### src/rtl/lab4_pkg.sv
// lab4_pkg: shared constants and state encoding for the lab4 sequencing blocks.
package lab4_pkg;
   localparam int WIDTH_DEF = 5;
   localparam logic [1:0] ST_IDLE = 2'd0;
   localparam logic [1:0] ST_CALC = 2'd1;
   localparam logic [1:0] ST_DONE = 2'd2;
   localparam logic [WIDTH_DEF-1:0] DZ_QUOTIENT = 5'b11111;
   typedef enum logic [1:0] {IDLE = ST_IDLE, CALC = ST_CALC, DONE = ST_DONE} state_t;
endpackage

### src/rtl/lab4_3.sv
// lab4_3: 5-bit ripple subtractor, out_d = in_a - in_b - in_c; out_c=1 means no borrow.
module lab4_3 (
   input  logic [4:0] in_a,
   input  logic [4:0] in_b,
   input  logic       in_c,
   output logic [4:0] out_d,
   output logic       out_c
);
   logic [4:0] nb;
   logic [5:0] c;
   assign nb   = ~in_b;
   assign c[0] = ~in_c;
   for (genvar i = 0; i < 5; i++) begin : g_fa
      assign out_d[i]  = in_a[i] ^ nb[i] ^ c[i];
      assign c[i+1]    = (in_a[i] & nb[i]) | (c[i] & (in_a[i] ^ nb[i]));
   end
   assign out_c = c[5];
endmodule

### src/rtl/lab4_div5_ctrl.sv
// lab4_div5_ctrl: sequential 5-bit restoring divider, one iteration per cycle on a
// shared ripple subtractor, valid/ready handshake on both sides.
module lab4_div5_ctrl
   import lab4_pkg::*;
#(
   parameter int WIDTH = WIDTH_DEF,
   parameter int CNT_W = 3
) (
   input  logic             clk,
   input  logic             reset_n,
   input  logic             in_valid,
   output logic             in_ready,
   input  logic [WIDTH-1:0] in_a,
   input  logic [WIDTH-1:0] in_b,
   output logic             out_valid,
   input  logic             out_ready,
   output logic [WIDTH-1:0] out_q,
   output logic [WIDTH-1:0] out_r,
   output logic             out_dz
);
   state_t           state, state_n;
   logic [CNT_W-1:0] count, count_n;
   logic [WIDTH-1:0] q, q_n, r, r_n, d, d_n, q_out_n, r_out_n;
   logic             dz_n, cout, ok;
   logic [WIDTH:0]   s;
   logic [WIDTH-1:0] diff, r_step, q_step;

   assign s = {r, q[WIDTH-1]};

   lab4_3 u_sub (
      .in_a (s[WIDTH-1:0]),
      .in_b (d),
      .in_c (1'b0),
      .out_d(diff),
      .out_c(cout)
   );

   // a shifted-out top bit means S >= 32 > D, so the subtraction cannot borrow
   assign ok     = s[WIDTH] | cout;
   assign r_step = ok ? diff : s[WIDTH-1:0];
   assign q_step = {q[WIDTH-2:0], ok};

   assign in_ready  = state == IDLE;
   assign out_valid = state == DONE;

   always_comb begin
      state_n = state;
      count_n = count;
      q_n     = q;
      r_n     = r;
      d_n     = d;
      q_out_n = out_q;
      r_out_n = out_r;
      dz_n    = out_dz;
      case (state)
         IDLE: if (in_valid) begin
            q_n     = in_a;
            d_n     = in_b;
            r_n     = '0;
            count_n = '0;
            if (in_b == '0) begin
               state_n = DONE;
               q_out_n = DZ_QUOTIENT;
               r_out_n = in_a;
               dz_n    = 1'b1;
            end else begin
               state_n = CALC;
            end
         end
         CALC: begin
            q_n     = q_step;
            r_n     = r_step;
            count_n = count + 1'b1;
            if (count == CNT_W'(WIDTH - 1)) begin
               state_n = DONE;
               q_out_n = q_step;
               r_out_n = r_step;
               dz_n    = 1'b0;
            end
         end
         DONE: state_n = out_ready ? IDLE : DONE;
         default: state_n = IDLE;
      endcase
   end

   always_ff @(posedge clk or negedge reset_n) begin
      if (!reset_n) begin
         state  <= IDLE;
         count  <= '0;
         q      <= '0;
         r      <= '0;
         d      <= '0;
         out_q  <= '0;
         out_r  <= '0;
         out_dz <= 1'b0;
      end else begin
         state  <= state_n;
         count  <= count_n;
         q      <= q_n;
         r      <= r_n;
         d      <= d_n;
         out_q  <= q_out_n;
         out_r  <= r_out_n;
         out_dz <= dz_n;
      end
   end
endmodule

### config.mk
export PLATFORM = sky130hd
export DESIGN_NAME = lab4_div5_ctrl
export DESIGN_NICKNAME = d
export VERILOG_FILES = /design/src/rtl/lab4_pkg.sv /design/src/rtl/lab4_3.sv /design/src/rtl/lab4_div5_ctrl.sv
export SDC_FILE = /design/constraint.sdc
export NUM_CORES = 1
export LEC_CHECK = 0
export ABC_CLOCK_PERIOD_IN_PS = 8000
export CORE_AREA = 2 2 72 74
export CTS_BUF_LIST = sky130_fd_sc_hd__clkbuf_16
export CTS_CLUSTER_SIZE = 16
export DETAILED_ROUTE_END_ITERATION = 12
export DIE_AREA = 0 0 74 76
export DONT_BUFFER_PORTS = 1
export SLEW_MARGIN = 20
export SYNTH_ARGS = -nofsm -noshare
export SYNTH_HDL_FRONTEND = slang
export SYNTH_SLANG_ARGS = --single-unit
### constraint.sdc
create_clock -name clk -period 8 [get_ports clk]
set_clock_uncertainty 0.05 [all_clocks]
set_input_delay 1.6 -clock clk [delete_from_list [all_inputs] [get_ports clk]]
set_output_delay 1.6 -clock clk [all_outputs]
set_load 0.03 [all_outputs]
## Word-level counts from Yosys, hierarchy flattened

Cells that the tools add are included.

- Input port bits: 14
- Register bits: 31
- Word-level logic and storage cells: 72
- Output and inout bits: 13

- Reductions and logical operators: 7
- Add/sub/neg operators: 1
- Muxes and demuxes: 24
- Eq/ne operators: 6
- Bitwise gates (word level): 26

Operators with widths:

| operator | number |
|---|---|
| $mux 5 | 9 |
| $pmux 5 s2 | 4 |
| $and 1x1->1 | 9 |
| $xor 1x1->1 | 9 |
| $mux 2 | 4 |
| $or 1x1->1 | 6 |
| $pmux 2 s3 | 1 |
| $pmux 3 s2 | 1 |
| $reduce_and 2->1 | 3 |
| $logic_not 5->1 | 1 |
| $not 5->5 | 1 |
| $ne 2x2->1 const B | 2 |
| $reduce_and 4->1 | 1 |
| $add 3x1->3 const B | 1 |
| $eq 3x3->1 const B | 1 |
| $mux 1 | 3 |
| $mux 3 | 1 |
| $eq 2x1->1 const B | 1 |
| $eq 2x2->1 const B | 1 |
| $logic_not 2->1 | 1 |
| $ne 2x1->1 const B | 1 |
| $pmux 1 s2 | 1 |
| $reduce_bool 2->1 | 1 |
| $not 1->1 | 1 |

## Logic depth before layout (Yosys ltp)

Gate-level depths: netlist (run 1).

- Depth after elaboration: 15
- Depth in mapped cells: 10
- Mapped depth without buffers: 9

## Modules after synthesis

Synthesis (run 1) repeated with hierarchy kept, for this count alone.

- Cell total of the unflattened synthesis: 177
- Area total of the unflattened synthesis: 1669.1 um^2

By module, submodules not included:

| module | seq. area each (um^2) | instances | area each (um^2) | cells an instance |
|---|---|---|---|---|
| lab4_div5_ctrl | 775.7 | 1 | 1531.5 | 162 |
| lab4_3 | 0.0 | 1 | 137.6 | 15 |

## Least setup slack after synthesis (run 1)

No wires, ideal clock.

- Kind: register -> register
- From: register q[4]
- To: register out_r[2]
- Arrival: 2.883 ns
- Period minus slack after synthesis: 3.057 ns
- Stages on the path, launching flop included: 11
- Path buffers: 1
- Library setup time: 0.124 ns
- Data required time: 7.826 ns
- Slack: 4.943 ns
- Cells stage by stage: dfrtp_1 inv_1 ha_1 fa_1 fa_1 fa_1 fa_1 nand2b_1 buf_1 a211oi_1 o31a_1

- Cells in the longest elaborated chain, start to end: 14
- Elaborated cells on any way between the ends: 16

Ends and longest elaborated chain:

| what | RTL line | text |
|---|---|---|
| start: declaration | lab4_div5_ctrl.sv:23 | `logic [WIDTH-1:0] q, q_n, r, r_n, d, d_n, q_out_n, r_out_n;` |
| start signal: assignment | lab4_div5_ctrl.sv:99 | `q <= q_n;` |
| $and 1x1->1 or $xor 1x1->1 (tied branches) | lab4_3.sv:15 | `assign c[i+1] = (in_a[i] & nb[i]) \| (c[i] & (in_a[i] ^ nb[i]));` |
| $or 1x1->1 * | lab4_3.sv:15 |  |
| $and 1x1->1 * | lab4_3.sv:15 |  |
| $or 1x1->1 * | lab4_3.sv:15 |  |
| $and 1x1->1 | lab4_3.sv:15 |  |
| $or 1x1->1 | lab4_3.sv:15 |  |
| $and 1x1->1 | lab4_3.sv:15 |  |
| $or 1x1->1 | lab4_3.sv:15 |  |
| $and 1x1->1 | lab4_3.sv:15 |  |
| $or 1x1->1 | lab4_3.sv:15 |  |
| $or 1x1->1 | lab4_div5_ctrl.sv:39 | `assign ok = s[WIDTH] \| cout;` |
| $mux 5 * | lab4_div5_ctrl.sv:40 | `assign r_step = ok ? diff : s[WIDTH-1:0];` |
| $mux 5 * | lab4_div5_ctrl.sv:74 | `if (count == CNT_W'(WIDTH - 1)) begin` |
| $pmux 5 s2 * | lab4_div5_ctrl.sv:55 | `case (state)` |
| end signal: assignment | lab4_div5_ctrl.sv:103 | `out_r <= r_out_n;` |
| end: declaration | lab4_div5_ctrl.sv:18 | `output logic [WIDTH-1:0] out_r,` |

Every way passes the cells marked *; elsewhere a longest branch is shown, timed or not. The select of a mux whose other input is x is not followed.
A chain may end at the register's enable or synchronous reset.

## Worst setup path in the final report (run 1)

Ends and elaborated chain as after synthesis.

==> results of run 1 <==
-- kinds of logic (layout without fill, tap and decap cells) --
family / after synthesis / count (layout) / synth area share [%]
and+or+nand+nor: 62 / 62 / 18.4
AOI/OAI and AO/OA: 35 / 35 / 16.0
DFF: 31 / 31 / 47.1
buffers and inverters: 29 / 25 / 7.68
adders and majority gates: 7 / 7 / 7.15
muxes: 5 / 5 / 3.04
xor gates and xnor gates: 1 / 1 / 0.532
-- final cells by class --
type,count,area (um2)
Timing Repair Buffer,1,7.51
Sequential cell,31,776
Fill cell,494,3100
Clock inverter,2,8.76
Inverter,17,63.8
Clock buffer,5,125
Multi-Input combinational cell,110,743
Tap cell,70,87.6
-- where the power goes --
group | total [mW] | internal, mW | switching (mW)
Clock | 0.173 | 0.111 | 0.0615
Sequential | 0.347 | 0.234 | 0.112
Combinational | 0.355 | 0.140 | 0.215
Total | 0.875 | 0.486 | 0.388
-- routing by layer --
metal  global-route usage, %  share of wire [%]
met1                    18.5                 46
met2                    18.9                 45
met3                    7.01                8.0
met4                    4.91                1.2
met5                       0                  0
-- final timing paths --
check	slack, ns	to	cells past startpoint	startpoint
setup / recovery	4.82	out_r[2]	9	q[4]
hold / removal	0.45	d[0]	2	d[0]
setup reg to reg	4.82	out_r[2]	9	q[4]
hold reg to reg	0.45	d[0]	2	d[0]
max in group asynchronous	6.85	q[4]	0	reset_n
min in group asynchronous	0.97	out_q[1]	0	reset_n
-- metrics by stage --
step	hold WS [ns]	power [mW]	worst slack, ns	area, um2	cells
after floorplan	0.400	0.634	4.94	1650	170
after global placement	0.431	0.702	4.75	1680	229
after detailed placement	0.438	0.706	4.76	1680	229
after CTS	0.450	0.883	4.82	1810	236
after global routing	0.487	0.950	4.66	1810	236
final	0.449	0.875	4.82	1810	236
-- state kept, by name, indices dropped and copies added (netlist names) --
| register | flops |
|---|---|
| count | 3 |
| d | 5 |
| out_dz | 1 |
| out_q | 5 |
| out_r | 5 |
| q | 5 |
| r | 5 |
| state | 2 |
-- layout by cell type (no fill, tap or decap), types with 2 or more instances in the layout --
cell type and instances:
a211oi_1 5, nand2b_1 3, nor3b_1 2, and3b_1 4
o311ai_1 2, o21ai_0 6, nor2_1 11, nand2_1 30
inv_1 17, ha_1 3, clkbuf_16 5, a21oi_1 4
fa_1 4, o311ai_0 3, o31ai_1 5, nor2b_1 2
dfrtp_1 31, mux2i_1 5, nand3_1 5, a31oi_1 5
-- critical path, stage by stage (launching register included) --
cell and delay [ns]:
dfrtp_1 0.35, inv_1 0.05, ha_1 0.20, fa_1 0.39, fa_1 0.40, fa_1 0.39, fa_1 0.45, nand2b_1 0.29
a211oi_1 0.16, o31a_1 0.33
==> key figures, run 1 <==
Run status
  – Status: completed

Critical path
  – WP data required: 8.11 ns
  – Setup crit start kind: flip-flop
  – Critical path arrival: 3.29 ns
  – Critical Path End Type: flip-flop
  – Worst-path fanout max: 10
  – CP Class: flip-flop to flip-flop

Clock network
  – Hold_buf cts: 0
  – Clock tree from TritonCTS: yes
  – H-tree depth: 2
  – Clock tree root buffer cell: clkbuf_16
  – Later-pin clock latency in the skew report: 0.27 ns
  – Inserted Clock Buffers: 5
  – Clk sink count: 31
  – Setup Buffers After CTS: 0
  – Clock transition at path regs: 0.05 ns
  – Clock Tree Buf Depth: 2
  – Post-CTS resize count: 0

Logic synthesis
  – Yosys warnings: 0
  – Number of synthesized flops with an enable pin: 0
  – Synthesized area: 1650 um2
  – Top cell type's share of synthesized area: 47.1%
  – Asr flop ratio synth: 100%
  – Area contributors post-synth: dfrtp_1 47%, nand2_1 6.8%, fa_1 4.9%
  – Synth cell count leaders: 31 x dfrtp_1, 30 x nand2_1, 17 x inv_1, 11 x nor2_1
  – Mapped Cells: 170
  – Synth Area per Inst: 9.68 um2
  – Top FF cell, synth: dfrtp_1
  – Seq/Total Area, Yosys: 47.1%
  – Yosys top cell by area: dfrtp_1
  – Seq cells post-synth: 31
  – Most frequent cell after synthesis: dfrtp_1
  – Syn nets: 191
  – Synth unique cells: 34

Job
  – Max-cap violations: 0

Floorplan
  – Die height: 76 um
  – Initial Util: 33.5%
  – Total I/O pin count: 27
  – Die W: 74 um
  – Die footprint: 5620 um2
  – Num rows: 26
  – Core Footprint: 4910 um2

Route
  – Post-DR wirelength/cell: about 15 um
  – Pre-antenna DRT Iters: 4
  – Via count: roughly 1,200
  – Vias per cell: 4.92
  – # DRC: 0
  – WL final: 3440 um
  – Post-DRT Antenna Nets: 0
  – Detailed Route Iter0 Violations: 93

Finish
  – Layout area overhead: 10.1%
  – Share of cells above drive strength 1: 6.63%
  – Number of diodes: 0
  – Post-Route Utilization: between 30% and 40%
  – Final #Nets: around 190

Timing
  – Peak Freq: 0.314 GHz
  – Final hold vios: 0
  – Period utilisation layout: 39.8%
  – RSZ-0062 raised after global routing: no
  – Total negative slack: 0 ns
  – Minimum clock period: ~3.2 ns
  – Slew headroom: 39.1%
  – Worst Tran Pin Value: about 0.91 ns
  – Fin. max-slew vios: 0
  – Setup violators final: 0

Place
  – Global placement routability congestion: just over 0.8
  – DP Wirelength: 2540 um
  – IO buf count: 0

Power and ir drop
  – Leak: 0.837 nW
  – P per Cell Area: 483 nW/um2
  – Worst vdd ir: 0.175 mV

GRT
  – Largest net degree at the start of global routing: 32
  – Gr ovfl total: 0
  – Vias in the first global route: 1,136
  – Initial antenna violation count: 0
  – First-pass GRT wire length: 5840 um
  – Total track usage: 13.8%

Hold path
  – Hold WC Path Type: flip-flop to flip-flop
No activity file was read; power rests on OpenSTA's default activity.
==> run 2, diff against run 1 <==
--- a/config.mk
+++ b/config.mk
@@ -5,7 +5,7 @@
 export SDC_FILE = /design/constraint.sdc
 export NUM_CORES = 1
 export LEC_CHECK = 0
-export ABC_CLOCK_PERIOD_IN_PS = 8000
+export ABC_CLOCK_PERIOD_IN_PS = 2800
 export CORE_AREA = 2 2 72 74
 export CTS_BUF_LIST = sky130_fd_sc_hd__clkbuf_16
 export CTS_CLUSTER_SIZE = 16
==> constraint.sdc (replaced) <==
create_clock -name clk -period 2.8 [get_ports clk]
set_clock_uncertainty 0.05 [all_clocks]
set_input_delay 0.56 -clock clk [delete_from_list [all_inputs] [get_ports clk]]
set_output_delay 0.56 -clock clk [all_outputs]
set_load 0.03 [all_outputs]
==> run 2 against run 1 <==
Wire length rose by 5.5%. Sequential share of layout area decreased by 2.6 points. Die area stayed put. Utilization grew 2.4 points. Clock power increased to 2.9 times the previous value. Global-route usage is 0.51 points higher. Non-clock buffer count rose by 7. Sequential power rose to 2.9 times the previous value. Final cell count up 3.4%. Worst hold slack got worse by 0.39 ns. Critical path type unchanged.
==> key figures, run 2 (synthesis gave the netlist of run 1 again) <==
Critical path
  – Worst-path fanout max: 6
  – WP data required: between 2 and 3 ns
  – Setup crit start kind: flip-flop
  – CP Class: flip-flop to flip-flop
  – Critical path arrival: 2.86 ns
  – Critical Path End Type: flip-flop

Job
  – Max-cap violations: 0

Floorplan
  – Die footprint: around 5600 um2
  – Num rows: 26
  – Initial Util: about a third
  – Die W: approximately 74 um
  – Die height: between 70 and 80 um
  – Total I/O pin count: 27
  – Core Footprint: 4910 um2

Finish
  – Share of cells above drive strength 1: 17.2%
  – Most frequent cells in the layout: 31 x dfrtp_1, 30 x nand2_1, 19 x inv_1
  – Post-Route Utilization: 39.3%
  – Final #Nets: between 150 and 200
  – Most common cell after layout, fill and taps aside: dfrtp_1
  – Number of fill cells: 483
  – Layout area overhead: 17.3%
  – Multi-input logic area: approximately 790 um2
  – Register Area: 776 um2
  – Number of diodes: 0
  – Non-Filler Instances: 244

Power and ir drop
  – Leak: 0.888 nW
  – Worst vdd ir: 0.489 mV
  – P per Cell Area: between 1000 and 1500 nW/um2
  – Overall power: 2.73 mW

Clock network
  – Later-pin clock latency in the skew report: 0.28 ns
  – Clock Tree Buf Depth: 2
  – Clock tree root buffer cell: clkbuf_16
  – Clock tree from TritonCTS: yes
  – Clock transition at path regs: 0.05 ns
  – Inserted Clock Buffers: 5
  – Clk sink count: 31
  – H-tree depth: 2

Route
  – Post-DRT Antenna Nets: 0
  – Pre-antenna DRT Iters: 4
  – Post-DR wirelength/cell: 14.9 um
  – Detailed Route Iter0 Violations: between 70 and 80
  – # DRC: 0
  – WL final: 3630 um
  – Vias per cell: slightly below 5
  – Via count: between 1,000 and 1,500

Place
  – DP Wirelength: 2590 um
  – IO buf count: 0
  – Inst Count DP: 234
  – Global placement routability congestion: 0.785

Timing
  – Period utilisation layout: 96.3%
  – Peak Freq: 0.371 GHz
  – Setup violators final: 0
  – Worst Tran Pin Value: around 1.0 ns
  – Final hold vios: 0
  – Total negative slack: 0 ns
  – Minimum clock period: 2.70 ns
  – Slew headroom: 30.0%
  – Fin. max-slew vios: 0

GRT
  – Largest net degree at the start of global routing: 32
  – First-pass GRT wire length: 6040 um
  – Vias in the first global route: 1,236
  – Initial antenna violation count: 0
  – Total track usage: 14.3%
  – Gr ovfl total: 0

Run status
  – Status: completed

Hold path
  – Hold WC Path Type: primary input to asynchronous set/reset pin
run 2: layer usage:
layer,part of all wire [%],vias up,track usage [%]
met1,47,593,17.3
li1,-,579,-
met4,2.6,0,8.18
met5,0,-,0
met3,7.1,7,5.69
met2,43,30,21.2
run 2: layout make-up:
class | count | share of cell area (%)
tap | 70 | 4.54
inverter | 17 | 3.31
clock buffer | 5 | 6.48
sequential | 31 | 40.2
timing repair buffer | 8 | 3.95
clock inverter | 3 | 0.648
multi-input combinational | 110 | 40.9
run 2: final timing paths:
path                       slack [ns]  depth (start not counted)        to  startpoint
max                              0.10                          9  out_r[2]        q[4]
min                              0.06                          1  state[1]     reset_n
max reg2reg                      0.10                          9  out_r[2]        q[4]
min reg2reg                      0.47                          2      d[4]        d[4]
max in group asynchronous        2.47                          1  count[2]     reset_n
min in group clk                 0.34                          2      d[4]     in_b[4]
run 2: critical path: stages, from the launching register on:
cell      delay [ns]
dfrtp_1         0.34
inv_1           0.05
ha_2            0.18
fa_2            0.34
fa_2            0.34
fa_2            0.34
fa_2            0.40
nor3b_1         0.17
a211oi_2        0.25
o31a_1          0.18
run 2: report_power, final:
group / switching [mW] / internal (mW)
Clock: 0.183 / 0.320
Sequential: 0.320 / 0.670
Combinational: 0.697 / 0.543
run 2: repair_timing:
action / 4_1_cts / 5_1_grt
endpoints found under the setup margin: 7 / 5
gates resized for setup: 3 / 7
pin swaps: 3 / 3
endpoints found under the hold margin: 31 / 0
setup buffers: 0 / 1
hold buffers: 1 / 0
run 2: through the flow:
step / area (um2) / hold slack (ns) / setup WS [ns]
floorplan: 1660 / 0.214 / 0.00159
global placement: 1720 / 0.215 / -0.0532
detailed placement: 1720 / 0.215 / -0.0744
CTS: 1900 / 0.0600 / 0.0400
global route: 1930 / 0.0673 / -0.00475
finish: 1930 / 0.0560 / 0.102
==> run 3, diff against run 2 <==
--- a/config.mk
+++ b/config.mk
@@ -12,6 +12,7 @@
 export DETAILED_ROUTE_END_ITERATION = 12
 export DIE_AREA = 0 0 74 76
 export DONT_BUFFER_PORTS = 1
+export PLACE_DENSITY = 0.52
 export SLEW_MARGIN = 20
 export SYNTH_ARGS = -nofsm -noshare
 export SYNTH_HDL_FRONTEND = slang
==> run 3 against run 2 <==
Global-route usage down 0.12 points. Critical path depth did not move. Worst hold slack improved by 0.0014 ns. Utilization unchanged. Critical path type unchanged. Largest cell class unchanged. Combinational power is essentially flat.
==> key figures, run 3 (synthesis gave the netlist of run 1 again) <==
Run status
  – Status: completed

Critical path
  – CP Class: flip-flop to flip-flop
  – Setup crit start kind: flip-flop
  – Critical Path Slowest Stage Cell: fa_2
  – Critical path arrival: roughly 2.8 ns
  – Crit-path most repeated cell: fa_2
  – Register-to-Register Path Depth: 9
  – Max incr delay on CP: between 0.4 and 0.5 ns
  – CP cell instances: inv_1, ha_2, fa_2, fa_2, fa_2, fa_2, and3b_1, a211oi_2, o31ai_1
  – Critical Path End Type: flip-flop
  – R2R setup slack: 0.05 ns
  – Worst-path fanout max: 6
  – WP data required: 2.89 ns

Finish
  – Share of cells above drive strength 1: 17.2%
  – Final #Nets: between 150 and 200
  – Register Area: 776 um2
  – Most common cell after layout, fill and taps aside: dfrtp_1
  – Layout area overhead: 17.3%
  – Number of fill cells: 491
  – Post-Route Utilization: between 30% and 40%
  – Non-Filler Instances: approximately 240
  – Number of diodes: 0
  – Multi-input logic area: 791 um2
  – Most frequent cells in the layout: 31 x dfrtp_1, 30 x nand2_1, 18 x inv_1

GRT
  – Gr ovfl total: 0
  – First-pass GRT wire length: 6010 um
  – Initial antenna violation count: 0
  – Total track usage: 14.2%
  – Vias in the first global route: 1,186
  – Largest net degree at the start of global routing: 32

Route
  – WL final: 3660 um
  – Pre-antenna DRT Iters: 4
  – # DRC: 0
  – Post-DRT Antenna Nets: 0
  – Post-DR wirelength/cell: ~15 um
  – Via count: 1,212
  – Detailed Route Iter0 Violations: 107
  – Vias per cell: between 4 and 5

Power and ir drop
  – Sw power: 1.19 mW
  – Sw frac: 43.8%
  – Clock power frac: 18.3%
  – Int Pwr: about 1.5 mW
  – P per Cell Area: 1410 nW/um2
  – Worst vdd ir: 0.346 mV
  – Seq pwr share: between 30% and 40%
  – Leak: 0.881 nW
  – Comb pwr share: 45.5%

Floorplan
  – Core Footprint: 4910 um2
  – Initial Util: 33.5%
  – Die height: 76 um
  – Die W: 74 um
  – Num rows: 26
  – Die footprint: ~5600 um2
  – Total I/O pin count: 27

Clock network
  – H-tree depth: 2
  – Later-pin clock latency in the skew report: about 0.27 ns
  – Inserted Clock Buffers: 5
  – Clock Tree Buf Depth: 2
  – Clock tree root buffer cell: clkbuf_16
  – Clk sink count: 31
  – Clock tree from TritonCTS: yes
  – Clock transition at path regs: 0.05 ns

Job
  – Max-cap violations: 0

Place
  – Pre-CTS WS: -0.0860 ns
  – DP Wirelength: 2640 um
  – Inst Count DP: 234
  – IO buf count: 0
  – Global placement routability congestion: about 0.76

Timing
  – Period utilisation layout: 98.2%
  – Peak Freq: ~0.36 GHz
  – Slew headroom: between 50% and 60%
  – Worst setup margin: about 0.05 ns
  – RSZ-0062 raised after global routing: yes
  – Fin. max-slew vios: 0
  – Minimum clock period: 2.75 ns
  – Final hold vios: 0
  – Worst Tran Pin Value: 0.632 ns
  – Setup violators final: 0

Hold path
  – Hold WC Path Type: primary input to asynchronous set/reset pin
-- run 3: path summary, 6_finish.rpt --
check                         from       end
min in group clk           in_b[2]      d[2]
hold / removal             reset_n    out_dz
max in group asynchronous  reset_n      r[3]
setup reg to reg              q[4]  out_r[4]
setup / recovery              q[4]  out_r[4]
hold reg to reg               d[0]      d[0]
-- run 3: metal layers --
layer / GRT usage [%] / vias to the layer above / part of all wire [%]
met4: 4.91 / 0 / 1.7
li1: - / 582 / -
met3: 6.08 / 5 / 7.6
met1: 17.5 / 594 / 44
met2: 21.9 / 31 / 47
met5: 0 / - / 0
-- run 3: area by class of cell --
| cell class | count | area share, % |
|---|---|---|
| Tap cell | 70 | 4.54 |
| Timing Repair Buffer | 8 | 3.95 |
| Multi-Input combinational cell | 110 | 41.0 |
| Clock inverter | 3 | 0.583 |
| Inverter | 17 | 3.31 |
| Sequential cell | 31 | 40.2 |
| Clock buffer | 5 | 6.48 |
-- run 3: worst max-delay path, delay by kind of cell, from the launching register on --
| kind | cells | cell delay [ns] |
|---|---|---|
| flops | 1 | 0.34 |
| buf+inv | 1 | 0.05 |
| compound gates | 2 | 0.29 |
| fa+ha+maj | 5 | 1.66 |
| simple gates | 1 | 0.23 |
-- run 3: through the flow --
| stage | total power, mW | hold slack [ns] | area, um2 | setup TNS [ns] |
|---|---|---|---|---|
| final | 2.73 | 0.0574 | 1930 | 0 |
| after global routing | 2.99 | 0.0633 | 1930 | -0.236 |
| after CTS | 2.64 | 0.0623 | 1890 | 0 |
| after detailed placement | 2.09 | 0.215 | 1720 | -0.315 |
| after global placement | 2.06 | 0.215 | 1720 | -0.0630 |
| after floorplan | 1.85 | 0.214 | 1660 | 0 |
-- run 3: timing repair --
item | in CTS | in global routing
resized for setup | 2 | 9
setup buffers | 0 | 1
endpoints found under the hold margin | 31 | 0
hold buffers | 1 | 0
endpoints found under the setup margin | 6 | 12
pin swaps | 1 | 10
-- run 3: power groups by stage --
| stage | clock network [mW] | registers, mW | logic, mW |
|---|---|---|---|
| 2_1_floorplan | 0 | 0.943 | 0.907 |
| 3_3_place_gp | 0 | 0.993 | 1.07 |
| 3_5_place_dp | 0 | 0.999 | 1.09 |
| 4_1_cts | 0.512 | 0.991 | 1.14 |
| 5_1_grt | 0.527 | 1.02 | 1.44 |
| 6_report | 0.499 | 0.987 | 1.24 |
